**src/rtl/cpu_ctrl_pkg.sv**
```systemverilog
// Shared definitions for the multi-cycle CPU control path: state codes,
// ALUOp values agreed with the ALU control decoder, operand selects and opcodes.
package cpu_ctrl_pkg;

    typedef enum logic [3:0] {
        S_IDLE     = 4'd0,
        S_FETCH    = 4'd1,
        S_DECODE   = 4'd2,
        S_MEM_ADDR = 4'd3,
        S_MEM_RD   = 4'd4,
        S_MEM_WB   = 4'd5,
        S_MEM_WR   = 4'd6,
        S_EXEC_R   = 4'd7,
        S_ALU_WB   = 4'd8,
        S_BRANCH   = 4'd9,
        S_EXEC_I   = 4'd10
    } state_t;

    localparam logic [1:0] ALUOP_ADD   = 2'b00;
    localparam logic [1:0] ALUOP_SUB   = 2'b01;
    localparam logic [1:0] ALUOP_FUNCT = 2'b10;

    localparam logic [1:0] SRCB_REG  = 2'b00;
    localparam logic [1:0] SRCB_FOUR = 2'b01;
    localparam logic [1:0] SRCB_IMM  = 2'b10;

    localparam logic [6:0] OP_RTYPE  = 7'b0110011;
    localparam logic [6:0] OP_ITYPE  = 7'b0010011;
    localparam logic [6:0] OP_LOAD   = 7'b0000011;
    localparam logic [6:0] OP_STORE  = 7'b0100011;
    localparam logic [6:0] OP_BRANCH = 7'b1100011;

    function automatic logic is_mem_op(input logic [6:0] op);
        return (op == OP_LOAD) || (op == OP_STORE);
    endfunction

endpackage

```
**src/rtl/multicycle_ctrl_decode.sv**
```systemverilog
// Combinational state-to-control table for the multi-cycle CPU.
// Only FETCH looks at mem_ready; only pc_en looks at zero.
module multicycle_ctrl_decode
    import cpu_ctrl_pkg::*;
(
    input  state_t     state,
    input  logic       mem_ready,
    input  logic       zero,
    output logic       pc_write,
    output logic       pc_write_cond,
    output logic       pc_en,
    output logic       pc_source,
    output logic       i_or_d,
    output logic       mem_read,
    output logic       mem_write,
    output logic       ir_write,
    output logic       mem_to_reg,
    output logic       reg_write,
    output logic       alu_src_a,
    output logic [1:0] alu_src_b,
    output logic [1:0] alu_op
);

    always_comb begin
        pc_write      = 1'b0;
        pc_write_cond = 1'b0;
        pc_source     = 1'b0;
        i_or_d        = 1'b0;
        mem_read      = 1'b0;
        mem_write     = 1'b0;
        ir_write      = 1'b0;
        mem_to_reg    = 1'b0;
        reg_write     = 1'b0;
        alu_src_a     = 1'b0;
        alu_src_b     = SRCB_REG;
        alu_op        = ALUOP_ADD;
        case (state)
            S_FETCH: begin
                mem_read  = 1'b1;
                alu_src_b = SRCB_FOUR;
                ir_write  = mem_ready;
                pc_write  = mem_ready;
            end
            // PC + imm computed early so BRANCH can load the target from ALUOut
            S_DECODE: alu_src_b = SRCB_IMM;
            S_MEM_ADDR: begin
                alu_src_a = 1'b1;
                alu_src_b = SRCB_IMM;
            end
            S_MEM_RD: begin
                mem_read = 1'b1;
                i_or_d   = 1'b1;
            end
            S_MEM_WB: begin
                reg_write  = 1'b1;
                mem_to_reg = 1'b1;
            end
            S_MEM_WR: begin
                mem_write = 1'b1;
                i_or_d    = 1'b1;
            end
            S_EXEC_R: begin
                alu_src_a = 1'b1;
                alu_op    = ALUOP_FUNCT;
            end
            // addi forces add: imm bit 30 would otherwise look like funct7 of sub
            S_EXEC_I: begin
                alu_src_a = 1'b1;
                alu_src_b = SRCB_IMM;
            end
            S_ALU_WB: reg_write = 1'b1;
            S_BRANCH: begin
                alu_src_a     = 1'b1;
                alu_op        = ALUOP_SUB;
                pc_write_cond = 1'b1;
                pc_source     = 1'b1;
            end
            default: ;
        endcase
    end

    assign pc_en = pc_write | (pc_write_cond & zero);

endmodule

```
**src/rtl/multicycle_main_control.sv**
```systemverilog
// Main control FSM for the multi-cycle RV32I-subset CPU: state register and
// next-state logic; control outputs come from multicycle_ctrl_decode.
module multicycle_main_control
    import cpu_ctrl_pkg::*;
(
    input  logic       clk,
    input  logic       rst_n,
    input  logic [6:0] opcode,
    input  logic       zero,
    input  logic       mem_ready,
    output logic       pc_write,
    output logic       pc_write_cond,
    output logic       pc_en,
    output logic       pc_source,
    output logic       i_or_d,
    output logic       mem_read,
    output logic       mem_write,
    output logic       ir_write,
    output logic       mem_to_reg,
    output logic       reg_write,
    output logic       alu_src_a,
    output logic [1:0] alu_src_b,
    output logic [1:0] alu_op,
    output logic       illegal_instr,
    output logic [3:0] state
);

    state_t state_q, state_d;

    always_ff @(posedge clk or negedge rst_n) begin
        if (!rst_n) state_q <= S_IDLE;
        else        state_q <= state_d;
    end

    always_comb begin
        state_d       = state_q;
        illegal_instr = 1'b0;
        case (state_q)
            S_IDLE:   state_d = S_FETCH;
            S_FETCH:  if (mem_ready) state_d = S_DECODE;
            S_DECODE: begin
                if (is_mem_op(opcode))        state_d = S_MEM_ADDR;
                else if (opcode == OP_RTYPE)  state_d = S_EXEC_R;
                else if (opcode == OP_ITYPE)  state_d = S_EXEC_I;
                else if (opcode == OP_BRANCH) state_d = S_BRANCH;
                else begin
                    illegal_instr = 1'b1;
                    state_d       = S_FETCH;
                end
            end
            // IR is stable here; the FETCH fallback only guards a corrupted IR
            S_MEM_ADDR: begin
                if (opcode == OP_LOAD)       state_d = S_MEM_RD;
                else if (opcode == OP_STORE) state_d = S_MEM_WR;
                else                         state_d = S_FETCH;
            end
            S_MEM_RD: if (mem_ready) state_d = S_MEM_WB;
            S_MEM_WB: state_d = S_FETCH;
            S_MEM_WR: if (mem_ready) state_d = S_FETCH;
            S_EXEC_R: state_d = S_ALU_WB;
            S_EXEC_I: state_d = S_ALU_WB;
            S_ALU_WB: state_d = S_FETCH;
            S_BRANCH: state_d = S_FETCH;
            default:  state_d = S_IDLE;
        endcase
    end

    multicycle_ctrl_decode u_decode (
        .state         (state_q),
        .mem_ready     (mem_ready),
        .zero          (zero),
        .pc_write      (pc_write),
        .pc_write_cond (pc_write_cond),
        .pc_en         (pc_en),
        .pc_source     (pc_source),
        .i_or_d        (i_or_d),
        .mem_read      (mem_read),
        .mem_write     (mem_write),
        .ir_write      (ir_write),
        .mem_to_reg    (mem_to_reg),
        .reg_write     (reg_write),
        .alu_src_a     (alu_src_a),
        .alu_src_b     (alu_src_b),
        .alu_op        (alu_op)
    );

    assign state = state_q;

endmodule

```
**config.mk**
```make
export PLATFORM = sky130hd
export DESIGN_NAME = multicycle_main_control
export DESIGN_NICKNAME = d
export VERILOG_FILES = /design/src/rtl/cpu_ctrl_pkg.sv /design/src/rtl/multicycle_ctrl_decode.sv /design/src/rtl/multicycle_main_control.sv
export SDC_FILE = /design/constraint.sdc
export NUM_CORES = 1
export LEC_CHECK = 0
export BUFFER_PORTS_ARGS = -buffer_cell sky130_fd_sc_hd__buf_2
export CORE_MARGIN = 10
export CORE_UTILIZATION = 42
export DETAILED_ROUTE_END_ITERATION = 10
export GPL_ROUTABILITY_DRIVEN = 0
export PLACE_DENSITY = 0.88
export SLEW_MARGIN = 20
export SYNTH_ARGS = -nofsm -noshare
export SYNTH_HDL_FRONTEND = slang
export SYNTH_SLANG_ARGS = --single-unit
```
**constraint.sdc**
```tcl
create_clock -name clk -period 2 [get_ports clk]
set_clock_uncertainty 0.1 [all_clocks]
set_input_delay 0.4 -clock clk [delete_from_list [all_inputs] [get_ports clk]]
set_output_delay 0.4 -clock clk [all_outputs]
set_load 0.05 [all_outputs]
```
Word level (Yosys, flattened, before mapping). Index checks and enable logic that the tools add are counted.

Multiplexer cells: 25. Equal/unequal tests: 18. Reduce and logical (&&, ||, !) cells: 10. Bitwise gates (word level): 2.

Operator list (number): 2-to-1 mux 4 bit (7); case mux 4 bit (7 select lines) (1); == test 4 x 3 -> 1 bit (second input constant) (4); == test 7 x 6 -> 1 bit (second input constant) (2); 2-to-1 mux 1 bit (13); == test 4 bit (second input constant) (3); == test 4 x 2 -> 1 bit (second input constant) (2); case mux 2 bit (2 select lines) (2); OR reduction 2 bit (4); OR reduction 4 bit (2); == test 7 x 2 -> 1 bit (second input constant) (1); == test 7 x 5 -> 1 bit (second input constant) (1); == test 7 bit (second input constant) (1); 2-to-1 mux 3 bit (2); inequality test 2 bit (second input constant) (3); == test 4 x 1 -> 1 bit (second input constant) (1); logical NOT 4 bit (1); AND reduction 3 bit (1); OR reduction 3 bit (1); bitwise AND 1 bit (1); logical OR 1 bit (1); OR 1 bit (1).

Word-level logic and storage cells: 56. Output and inout port bits: 20. Bits of input ports: 11. Register bits: 4.

Longest topological paths before layout. Gate-level depths: netlist (run 1).

Word-level depth: 6. Depth in mapped cells: 5. Gate-level depth less buffers: 3.

Modules after synthesis. Synthesis (run 1) repeated with hierarchy kept, for this count alone.

Cells, all modules: 73. Area, all modules: 566.8 µm².

Modules (own cells, without submodules): multicycle_main_control (seq. area each 100.1 µm², times used 1, area an instance 377.9 µm², cells an instance 44); multicycle_ctrl_decode (seq. area each 0.0 µm², times used 1, area an instance 188.9 µm², cells an instance 29).

Worst setup path before layout (run 1). No wires, ideal clock.

Path kind: flip-flop to output port. From: reg state_q[1], in the netlist state[1]. To: out pc_en. Arrival: 2.157 ns. Path buffers: 1. Required time: 1.500 ns. Cell stages (with the launch flop): 4. Path slack: -0.657 ns. Path through: dfrtp_1 buf_6 nand2b_1 nor3_1.

Longest elaborated chain between the ends: 4. Elaborated cells on any way between the ends: 6. Classes of those cells: eq/ne: 2; mux: 2; bitwise: 2.

Ends and longest elaborated chain: from (decl) (line multicycle_main_control.sv:28) `state_t state_q, state_d;`; from (signal assigned) (line multicycle_main_control.sv:32) `else state_q <= state_d;`; == test 4 bit (line multicycle_ctrl_decode.sv:37) `case (state)`; 2-to-1 mux 1 bit (line multicycle_ctrl_decode.sv:37); bitwise AND 1 bit (line multicycle_ctrl_decode.sv:82) `assign pc_en = pc_write | (pc_write_cond & zero);`; OR 1 bit * (line multicycle_ctrl_decode.sv:82); to (decl) (line multicycle_main_control.sv:13) `output logic pc_en,`.

Mark *: on every way between the ends. The rest lies on a longest branch, timed or not.

Worst setup path after layout (run 1).
From: reg state_q[2], in the netlist state[2]. To: out pc_write.

Longest elaborated chain between the ends: 2.

Ends and longest elaborated chain: == test 4 x 1 -> 1 bit (line multicycle_ctrl_decode.sv:37); 2-to-1 mux 1 bit (line multicycle_ctrl_decode.sv:37); to (decl) (line multicycle_main_control.sv:11) `output logic pc_write,`.

Every way passes these cells.

==> results of run 1 <==
-- area by class of cell --
| type | instances | area [sq um] |
|---|---|---|
| Fill cell | 105 | 390 |
| Clock buffer | 3 | 22.5 |
| Tap cell | 15 | 18.8 |
| Sequential cell | 4 | 105 |
| Multi-Input combinational cell | 54 | 468 |
| Inverter | 2 | 7.51 |
| Timing Repair Buffer | 41 | 256 |
-- synth_stat cells (2+ instances only) --
cell type  n  area share [%]
a2111oi_2  2             5.4
a21o_1     2             2.7
a21oi_1    6             5.4
and2_1     2             2.2
buf_2      2             1.8
buf_4      3             4.0
dfrtp_1    4              18
inv_1      2             1.3
nand2b_1   5             5.6
nand3_1    2             1.8
nand3b_1   2             2.7
nor2_1     7             4.7
nor3_1     3             2.7
nor3_2     2             3.6
or3b_1     2             3.1
xor2_1     2             3.1
-- where the power goes --
part	total (mW)	internal (mW)	switching, mW
registers	0.132	0.102	0.0302
clock network	0.0977	0.0670	0.0308
logic	0.843	0.271	0.572
-- layer usage --
layer | global-route usage (%) | up-vias | wire length [um]
met4 | 5.84 | 0 | 0
met1 | 11.9 | 303 | 750
met5 | 0 | - | 0
met3 | 2.02 | 0 | 97
met2 | 18.3 | 22 | 919
li1 | - | 315 | -
-- worst max-delay path by stage --
| stage | slack (ns) | end |
|---|---|---|
| 2_1_floorplan | -0.32 | pc_write |
| 4_1_cts | -0.04 | ir_write |
| 3_5_place_dp | 0.22 | ir_write |
| 6_report | 0.04 | pc_write |
| 3_3_place_gp | 0.23 | illegal_instr |
| 5_1_grt | -0.01 | mem_read |
-- logic make-up (layout without fill, tap and decap cells) --
family | after synthesis | count (layout) | share of synthesized area, %
AND/OR/NAND/NOR | 34 | 34 | 44.4
AO/OA/AOI/OAI | 17 | 17 | 23.5
buffers and inverters | 8 | 46 | 9.19
flip-flops | 4 | 4 | 17.9
XOR/XNOR | 2 | 2 | 3.14
multiplexers | 1 | 1 | 1.79
-- worst min-delay path, cell delays in order --
cell	delay [ns]
buf_2	0.13
nand2_1	0.06
o2bb2ai_1	0.10
-- metrics by stage --
| step | power [mW] | setup WS [ns] | utilization, % | area (sq um) | hold WS, ns |
|---|---|---|---|---|---|
| after floorplan | 0.768 | -0.316 | - | 626 | 0.00441 |
| after global placement | 0.911 | 0.232 | 63.0 | 800 | 0.104 |
| after detailed placement | 0.924 | 0.215 | 63.0 | 800 | 0.108 |
| after CTS | 1.04 | -0.0431 | 66.4 | 842 | 0.392 |
| after global routing | 1.13 | -0.0128 | 69.2 | 878 | 0.430 |
| final | 1.07 | 0.0376 | 69.2 | 878 | 0.404 |
-- timing repair --
action,CTS,global route
endpoints found under the setup margin,6,7
cloned,0,0
buffers inserted,1,2
gates resized for setup,1,9
pin swaps,0,1
hold buffers,1,0
hold endpoints to repair,4,0
==> metrics.csv, run 1 <==
stage;metric;value;unit
run_status;outcome;finished clean;
global_routing;All-Layer GR Usage;10.7;%
synthesis;synthesized area;558;sq um
min_path;hold path start;mem_ready;
timing;setup_tns;0;ns
detailed_routing;DR iter-0 viols;7;
detailed_routing;drt drc;0;
timing;Final Hold Fails;0;
final_layout;commonest cells after routing, fill and taps aside;26 x buf_2, 10 x buf_4, 5 x a21oi_1;
detailed_routing;vias post-DR;640;
worst_setup_path;crit-path leading delay family;flip-flops;
floorplanning;Core Region;1270;sq um
floorplanning;Die Y;56.5;um
final_layout;commonest non-fill, non-tap cell in the layout;buf_2;
synthesis;Post-Syn Instances;66;
worst_setup_path;critical path endpoint category;output port;
synthesis;synth unique cells;34;
clock_tree;CTS clk-pin slew, worst paths;0.04;ns
worst_setup_path;reg-to-reg slack, setup;0.36;ns
clock_tree;Clock Sinks;4;
global_routing;first-pass GRT wire length;2890;um
clock_tree;worst skew pair latency;0.23;ns
synthesis;Syn Nets;77;
power_and_ir_drop;Peak VDD IR;0.809;mV
final_layout;share of layout cells above drive strength 1;64.4;%
power_and_ir_drop;Leak;0.402;nW
clock_tree;H-tree depth;1;
synthesis;flops & latches, synth;4;
timing;Rel. slew slack;79.4;%
min_path;worst hold-check path type;primary input to register;
power_and_ir_drop;PD cells;1220;nW/um^2
worst_setup_path;Max stage delay on crit path;0.46;ns
global_routing;vias in the first global route;662;
worst_setup_path;beginning of the worst register-to-register path;state[0]$_DFFE_PN0P_;
worst_setup_path;Worst path depth;3;
worst_setup_path;r2r worst-path depth;4;
min_path;hold path endpoint;state[2]$_DFFE_PN0P_;
timing;Tmin final;1.96;ns
timing;period utilization;98.1;%
floorplanning;# rows;13;
global_routing;largest net degree at the start of global routing;12;
floorplanning;I/O pins;31;
synthesis;EDFF count, synth;0;
synthesis;FFs w/ async S/R, synth;100;%
clock_tree;CTS tree;done;
worst_setup_path;CP arrival;1.46;ns
worst_setup_path;CP Launch Type;register;
worst_setup_path;crit-path cells;buf_4, nor4b_4, buf_6;
worst_setup_path;CP max-delay cell;dfrtp_2;
worst_setup_path;Buffers & Inverters on Critical Path;2;
timing;final setup fails;0;
detailed_routing;vias per std cell;5.38;
place;# placed instances;112;
floorplanning;Initial Util;44.0;%
worst_setup_path;R2R Path End;state[0]$_DFFE_PN0P_;
timing;RSZ-0062 raised after global routing;true;
synthesis;Yosys warnings;0;
synthesis;Syn Area/Cell;8.46;sq um
detailed_routing;drt wl/cell;14.8;um
timing;max-slew violations;0;
synthesis;ys flop type;dfrtp_1;
detailed_routing;WL final;1770;um
clock_tree;total CTS buffers;3;
clock_tree;CTS Buffer Depth;2;
final_layout;max FFs per register;4;
worst_setup_path;CP Launch Point;state[2]$_DFFE_PN0P_;
timing;fmax;0.510;GHz
global_routing;total gr overflow;0;
final_layout;layout net count;117;
final_layout;area grow syn2layout;57.4;%
run;Max Cap Viol;0;
place;Post-DP HPWL;1420;um
floorplanning;die area;3190;sq um
detailed_routing;ANT nets after route;0;
final_layout;antenna diode count;0;
clock_tree;root buf cell;clkbuf_4;
worst_setup_path;Worst Path Required;1.50;ns
synthesis;register area share after synthesis;17.9;%
place;port buffer count;30;
timing;worst slew pin tran;0.307;ns
worst_setup_path;Setup Crit Path Kind;register to output port;
detailed_routing;total iterations of the first detailed-routing run;4;
worst_setup_path;crit path max fanout;10;
floorplanning;DIE WIDTH;56.5;um
min_path;WHS Path Cells;3;
global_routing;initial antenna violation count;0;
final_layout;fin cells;119;
Note: power is estimated with default switching activity, not from simulation.
==> run 2: changes to the inputs <==
--- a/config.mk
+++ b/config.mk
@@ -9,8 +9,8 @@
 export CORE_MARGIN = 10
 export CORE_UTILIZATION = 42
 export DETAILED_ROUTE_END_ITERATION = 10
-export GPL_ROUTABILITY_DRIVEN = 0
 export PLACE_DENSITY = 0.88
+export RECOVER_POWER = 25
 export SLEW_MARGIN = 20
 export SYNTH_ARGS = -nofsm -noshare
 export SYNTH_HDL_FRONTEND = slang
==> run 2 against run 1 <==
Routed wire length is 0.23% lower; clock-buffer cell count stayed put; cell count stayed put; combinational power hardly changed; power hardly changed; global-route usage stayed put; critical path depth stayed put; worst setup slack hardly changed; non-clock buffer count stayed put; flip-flop and latch count stayed put; fmax hardly changed; critical path type unchanged; critical endpoint unchanged; largest cell class unchanged.
==> metrics.csv, run 2 (synthesis results as in run 1) <==
stage;metric;value;unit
timing;setup_tns;0;ns
clock_tree;CTS Buffer Depth;2;
worst_setup_path;crit-path cells;buf_4, nor4b_4, buf_6;
timing;Final Hold Fails;0;
worst_setup_path;beginning of the worst register-to-register path;state[0]$_DFFE_PN0P_;
detailed_routing;drt wl/cell;14.8;um
min_path;WHS Path Cells;3;
detailed_routing;WL final;1760;um
final_layout;fin cells;119;
global_routing;All-Layer GR Usage;10.7;%
detailed_routing;vias post-DR;631;
floorplanning;DIE WIDTH;56.5;um
power_and_ir_drop;Peak VDD IR;0.808;mV
detailed_routing;DR iter-0 viols;3;
final_layout;design area;876;sq um
worst_setup_path;CP arrival;1.46;ns
clock_tree;total CTS buffers;3;
worst_setup_path;critical path endpoint category;output port;
worst_setup_path;CP Launch Point;state[2]$_DFFE_PN0P_;
final_layout;max FFs per register;4;
final_layout;antenna diode count;0;
timing;setup ws final;0.0379;ns
place;placer congestion estimate;0.893;
final_layout;FF+latch area;105;sq um
detailed_routing;vias per std cell;5.30;
place;placed cell areas;800;sq um
place;# placed instances;112;
final_layout;layout net count;117;
min_path;worst hold-check path type;primary input to register;
floorplanning;# rows;13;
final_layout;commonest cells after routing, fill and taps aside;24 x buf_2, 10 x buf_4, 5 x a21oi_1;
worst_setup_path;crit path max fanout;10;
floorplanning;Die Y;56.5;um
min_path;hold path endpoint;state[2]$_DFFE_PN0P_;
timing;final setup fails;0;
timing;Rel. slew slack;79.4;%
worst_setup_path;R2R Path End;state[0]$_DFFE_PN0P_;
clock_tree;root buf cell;clkbuf_4;
floorplanning;Core Region;1270;sq um
worst_setup_path;CP Launch Type;register;
worst_setup_path;Setup Crit Path Kind;register to output port;
global_routing;first-pass GRT wire length;2890;um
clock_tree;Clock Sinks;4;
power_and_ir_drop;Pwr Total;1.07;mW
global_routing;vias in the first global route;662;
min_path;hold path start;mem_ready;
run;Max Cap Viol;0;
worst_setup_path;r2r worst-path depth;4;
worst_setup_path;Max stage delay on crit path;0.46;ns
detailed_routing;ANT nets after route;0;
timing;max-slew violations;0;
detailed_routing;drt drc;0;
timing;Tmin final;1.96;ns
final_layout;Multi-input gate area;468;sq um
clock_tree;worst skew pair latency;0.23;ns
global_routing;initial antenna violation count;0;
timing;RSZ-0062 raised after global routing;true;
final_layout;filler cell count;106;
global_routing;total gr overflow;0;
worst_setup_path;CP max-delay cell;dfrtp_2;
global_routing;largest net degree at the start of global routing;12;
power_and_ir_drop;PD cells;1230;nW/um^2
floorplanning;Initial Util;44.0;%
timing;final worst hold slack;0.405;ns
power_and_ir_drop;Leak;0.397;nW
place;port buffer count;30;
worst_setup_path;reg-to-reg slack, setup;0.36;ns
place;Post-DP HPWL;1420;um
clock_tree;CTS tree;done;
floorplanning;I/O pins;31;
place;worst slack at placement;0.215;ns
worst_setup_path;Buffers & Inverters on Critical Path;2;
final_layout;commonest non-fill, non-tap cell in the layout;buf_2;
run_status;outcome;finished clean;
worst_setup_path;Worst Path Required;1.50;ns
final_layout;area grow syn2layout;57.0;%
detailed_routing;total iterations of the first detailed-routing run;2;
worst_setup_path;crit-path leading delay family;flip-flops;
clock_tree;H-tree depth;1;
final_layout;Final Core Density;69.0;%
final_layout;share of layout cells above drive strength 1;62.5;%
timing;fmax;0.510;GHz
floorplanning;die area;3190;sq um
clock_tree;CTS clk-pin slew, worst paths;0.04;ns
timing;period utilization;98.1;%
timing;worst slew pin tran;0.307;ns
==> run 2: worst max path at each step <==
stage | slack, ns | endpoint | cells after the start
6_report | 0.04 | pc_write | 3
5_1_grt | -0.01 | mem_read | 4
4_1_cts | -0.04 | ir_write | 3
3_5_place_dp | 0.22 | ir_write | 3
3_3_place_gp | 0.23 | illegal_instr | 3
2_1_floorplan | -0.32 | pc_write | 4
==> run 2: layout make-up <==
cell class / count / share of cell area, %
clock buffer: 3 / 2.57
inverter: 2 / 0.857
multi-input combinational: 54 / 53.4
sequential: 4 / 12.0
tap: 15 / 2.14
timing repair buffer: 41 / 29.0
==> run 2: worst register-to-register path, cell delays in order (launching register included) <==
cell and delay, ns:
dfrtp_2 0.44, buf_4 0.19, or3b_1 0.40, a211oi_2 0.27
a2111oi_2 0.11
==> run 2: metal layers <==
metal | GRT usage (%) | up-vias | wire length, um
met3 | 2.02 | 0 | 94
met5 | 0 | - | 0
met2 | 18.3 | 20 | 915
li1 | - | 315 | -
met1 | 11.9 | 296 | 752
met4 | 5.84 | 0 | 0
==> run 2: repair_timing <==
item	CTS	global route
gates resized for setup	1	9
gates cloned	0	0
endpoints found under the setup margin	6	7
hold buffers	1	0
endpoints found under the hold margin	4	0
setup buffers	1	2
pin swaps	0	1
==> run 2: power by group <==
part | internal [mW] | switching, mW | leakage (nW)
Sequential | 0.102 | 0.0309 | 0.0454
Combinational | 0.270 | 0.573 | 0.338
Clock | 0.0670 | 0.0304 | 0.0138
Total | 0.439 | 0.634 | 0.397
==> run 3: changes to the inputs <==
--- a/config.mk
+++ b/config.mk
@@ -5,7 +5,7 @@
 export SDC_FILE = /design/constraint.sdc
 export NUM_CORES = 1
 export LEC_CHECK = 0
-export BUFFER_PORTS_ARGS = -buffer_cell sky130_fd_sc_hd__buf_2
+export BUFFER_PORTS_ARGS = -buffer_cell sky130_fd_sc_hd__buf_4
 export CORE_MARGIN = 10
 export CORE_UTILIZATION = 42
 export DETAILED_ROUTE_END_ITERATION = 10
==> run 3 against run 2 <==
Register-to-register slack worse by 0.12 ns; power is 2.1% higher; clock power is 7% higher; cell count stayed put; via count stayed put; clock-buffer cell count stayed put; critical endpoint is now ir_write; largest cell class unchanged; largest power group unchanged.
==> metrics.csv, run 3 (synthesis results as in run 1) <==
stage;metric;value;unit
timing;max-slew violations;0;
detailed_routing;drt drc;0;
floorplanning;die area;3190;sq um
detailed_routing;vias post-DR;631;
power_and_ir_drop;power share of the sequential group;11.5;%
worst_setup_path;Worst Path Required;1.50;ns
detailed_routing;WL final;1900;um
detailed_routing;drt wl/cell;16.0;um
final_layout;antenna diode count;0;
timing;worst slew pin tran;0.314;ns
final_layout;layout net count;117;
power_and_ir_drop;Internal;0.453;mW
final_layout;fin cells;119;
timing;Final Hold Fails;0;
clock_tree;CTS tree;done;
power_and_ir_drop;power share of the clock group;9.5;%
global_routing;largest net degree at the start of global routing;11;
power_and_ir_drop;sw frac;58.7;%
clock_tree;CTS clk-pin slew, worst paths;0.04;ns
place;port buffer count;30;
final_layout;Final Core Density;75.2;%
worst_setup_path;Max stage delay on crit path;0.44;ns
floorplanning;# rows;13;
clock_tree;H-tree depth;1;
clock_tree;worst skew pair latency;0.24;ns
final_layout;design area;955;sq um
timing;fmax;0.511;GHz
final_layout;share of layout cells above drive strength 1;64.4;%
worst_setup_path;CP Launch Type;register;
run;Max Cap Viol;0;
min_path;worst hold-check path type;primary input to register;
clock_tree;Clock Sinks;4;
final_layout;commonest non-fill, non-tap cell in the layout;buf_4;
worst_setup_path;crit-path cells;buf_4, nor4b_4, buf_4;
power_and_ir_drop;Leak;0.414;nW
worst_setup_path;Setup Crit Path Kind;register to output port;
power_and_ir_drop;PD cells;1150;nW/um^2
global_routing;vias in the first global route;652;
place;# placed instances;109;
global_routing;initial antenna violation count;0;
global_routing;first-pass GRT wire length;3030;um
floorplanning;Die Y;56.5;um
run_status;outcome;finished clean;
timing;RSZ-0062 raised after global routing;true;
timing;Rel. slew slack;79.0;%
place;Post-DP HPWL;1460;um
global_routing;All-Layer GR Usage;11.5;%
power_and_ir_drop;Psw;0.643;mW
worst_setup_path;critical path endpoint category;output port;
final_layout;filler cell count;95;
worst_setup_path;CP max-delay cell;dfrtp_2;
detailed_routing;DR iter-0 viols;9;
clock_tree;total CTS buffers;3;
place;placer congestion estimate;0.913;
worst_setup_path;crit path max fanout;6;
floorplanning;Initial Util;44.0;%
clock_tree;CTS Buffer Depth;2;
final_layout;area grow syn2layout;71.1;%
floorplanning;I/O pins;31;
clock_tree;root buf cell;clkbuf_4;
detailed_routing;ANT nets after route;0;
worst_setup_path;CP arrival;1.46;ns
detailed_routing;vias per std cell;5.30;
timing;Tmin final;1.96;ns
floorplanning;DIE WIDTH;56.5;um
floorplanning;Core Region;1270;sq um
place;placed cell areas;852;sq um
power_and_ir_drop;Peak VDD IR;0.691;mV
final_layout;max FFs per register;4;
worst_setup_path;cell mode on critical path;buf_4;
global_routing;total gr overflow;0;
detailed_routing;total iterations of the first detailed-routing run;4;
timing;final setup fails;0;
power_and_ir_drop;Comb power frac;79.0;%
final_layout;commonest cells after routing, fill and taps aside;35 x buf_4, 4 x nand2b_1, 4 x nor2_1, 4 x a21oi_1, 4 x dfrtp_2;
timing;period utilization;97.9;%
[run 3: cell type report]
type                    instances  area, sq um  area share [%]
clock buffers                   3         22.5            2.36
inverters                       2         7.51           0.786
multi-input cells              54          470            49.3
flip-flops and latches          4          105            11.0
well taps                      15         18.8            1.97
repair buffers                 41          330            34.6
[run 3: stage by stage]
step	total power [mW]	hold slack, ns	TNS [ns]	setup slack, ns
6_report	1.10	0.394	0	0.0412
5_1_grt	1.16	0.416	-0.0375	-0.0132
4_1_cts	1.10	0.386	0	0.0156
3_5_place_dp	0.965	0.0986	0	0.210
3_3_place_gp	0.950	0.0958	0	0.244
2_1_floorplan	0.768	0.00441	-0.807	-0.316
[run 3: per-layer routing]
metal / track usage, % / vias up / wire length (um) / share of wire, %
li1: - / 315 / - / -
met5: 0 / - / 0 / 0
met1: 11.0 / 297 / 719 / 38
met4: 3.09 / 0 / 0 / 0
met3: 5.84 / 0 / 153 / 8.1
met2: 20.8 / 19 / 1030 / 54
[run 3: final timing paths]
check | start | to | slack, ns | cells after the start
setup / recovery | state[2]$_DFFE_PN0P_ | ir_write | 0.04 | 3
hold / removal | mem_ready | state[2]$_DFFE_PN0P_ | 0.39 | 3
setup reg to reg | state[0]$_DFFE_PN0P_ | state[0]$_DFFE_PN0P_ | 0.24 | 5
hold reg to reg | state[0]$_DFFE_PN0P_ | state[3]$_DFFE_PN0P_ | 0.62 | 3
max in group asynchronous | rst_n | state[2]$_DFFE_PN0P_ | 1.17 | 2
min in group asynchronous | rst_n | state[1]$_DFFE_PN0P_ | 0.43 | 2
[run 3: worst max-delay path: cells and delay by family (launching register included)]
family / cells / cell delay [ns]
buf+inv: 2 / 0.44
simple gates: 1 / 0.34
flops: 1 / 0.44
[run 3: power by group through the flow]
stage          Clock (mW)  Sequential [mW]  Combinational (mW)
2_1_floorplan           0            0.182               0.586
3_3_place_gp            0            0.147               0.803
3_5_place_dp            0            0.147               0.818
4_1_cts             0.108            0.124               0.870
5_1_grt             0.119            0.128               0.913
6_report            0.104            0.126               0.865
[run 3: what timing repair did]
action,CTS,global route
setup buffers,4,2
gates resized for setup,2,3
gates cloned,0,0
hold endpoints to repair,4,0
setup endpoints to repair,4,4
hold buffers,1,0
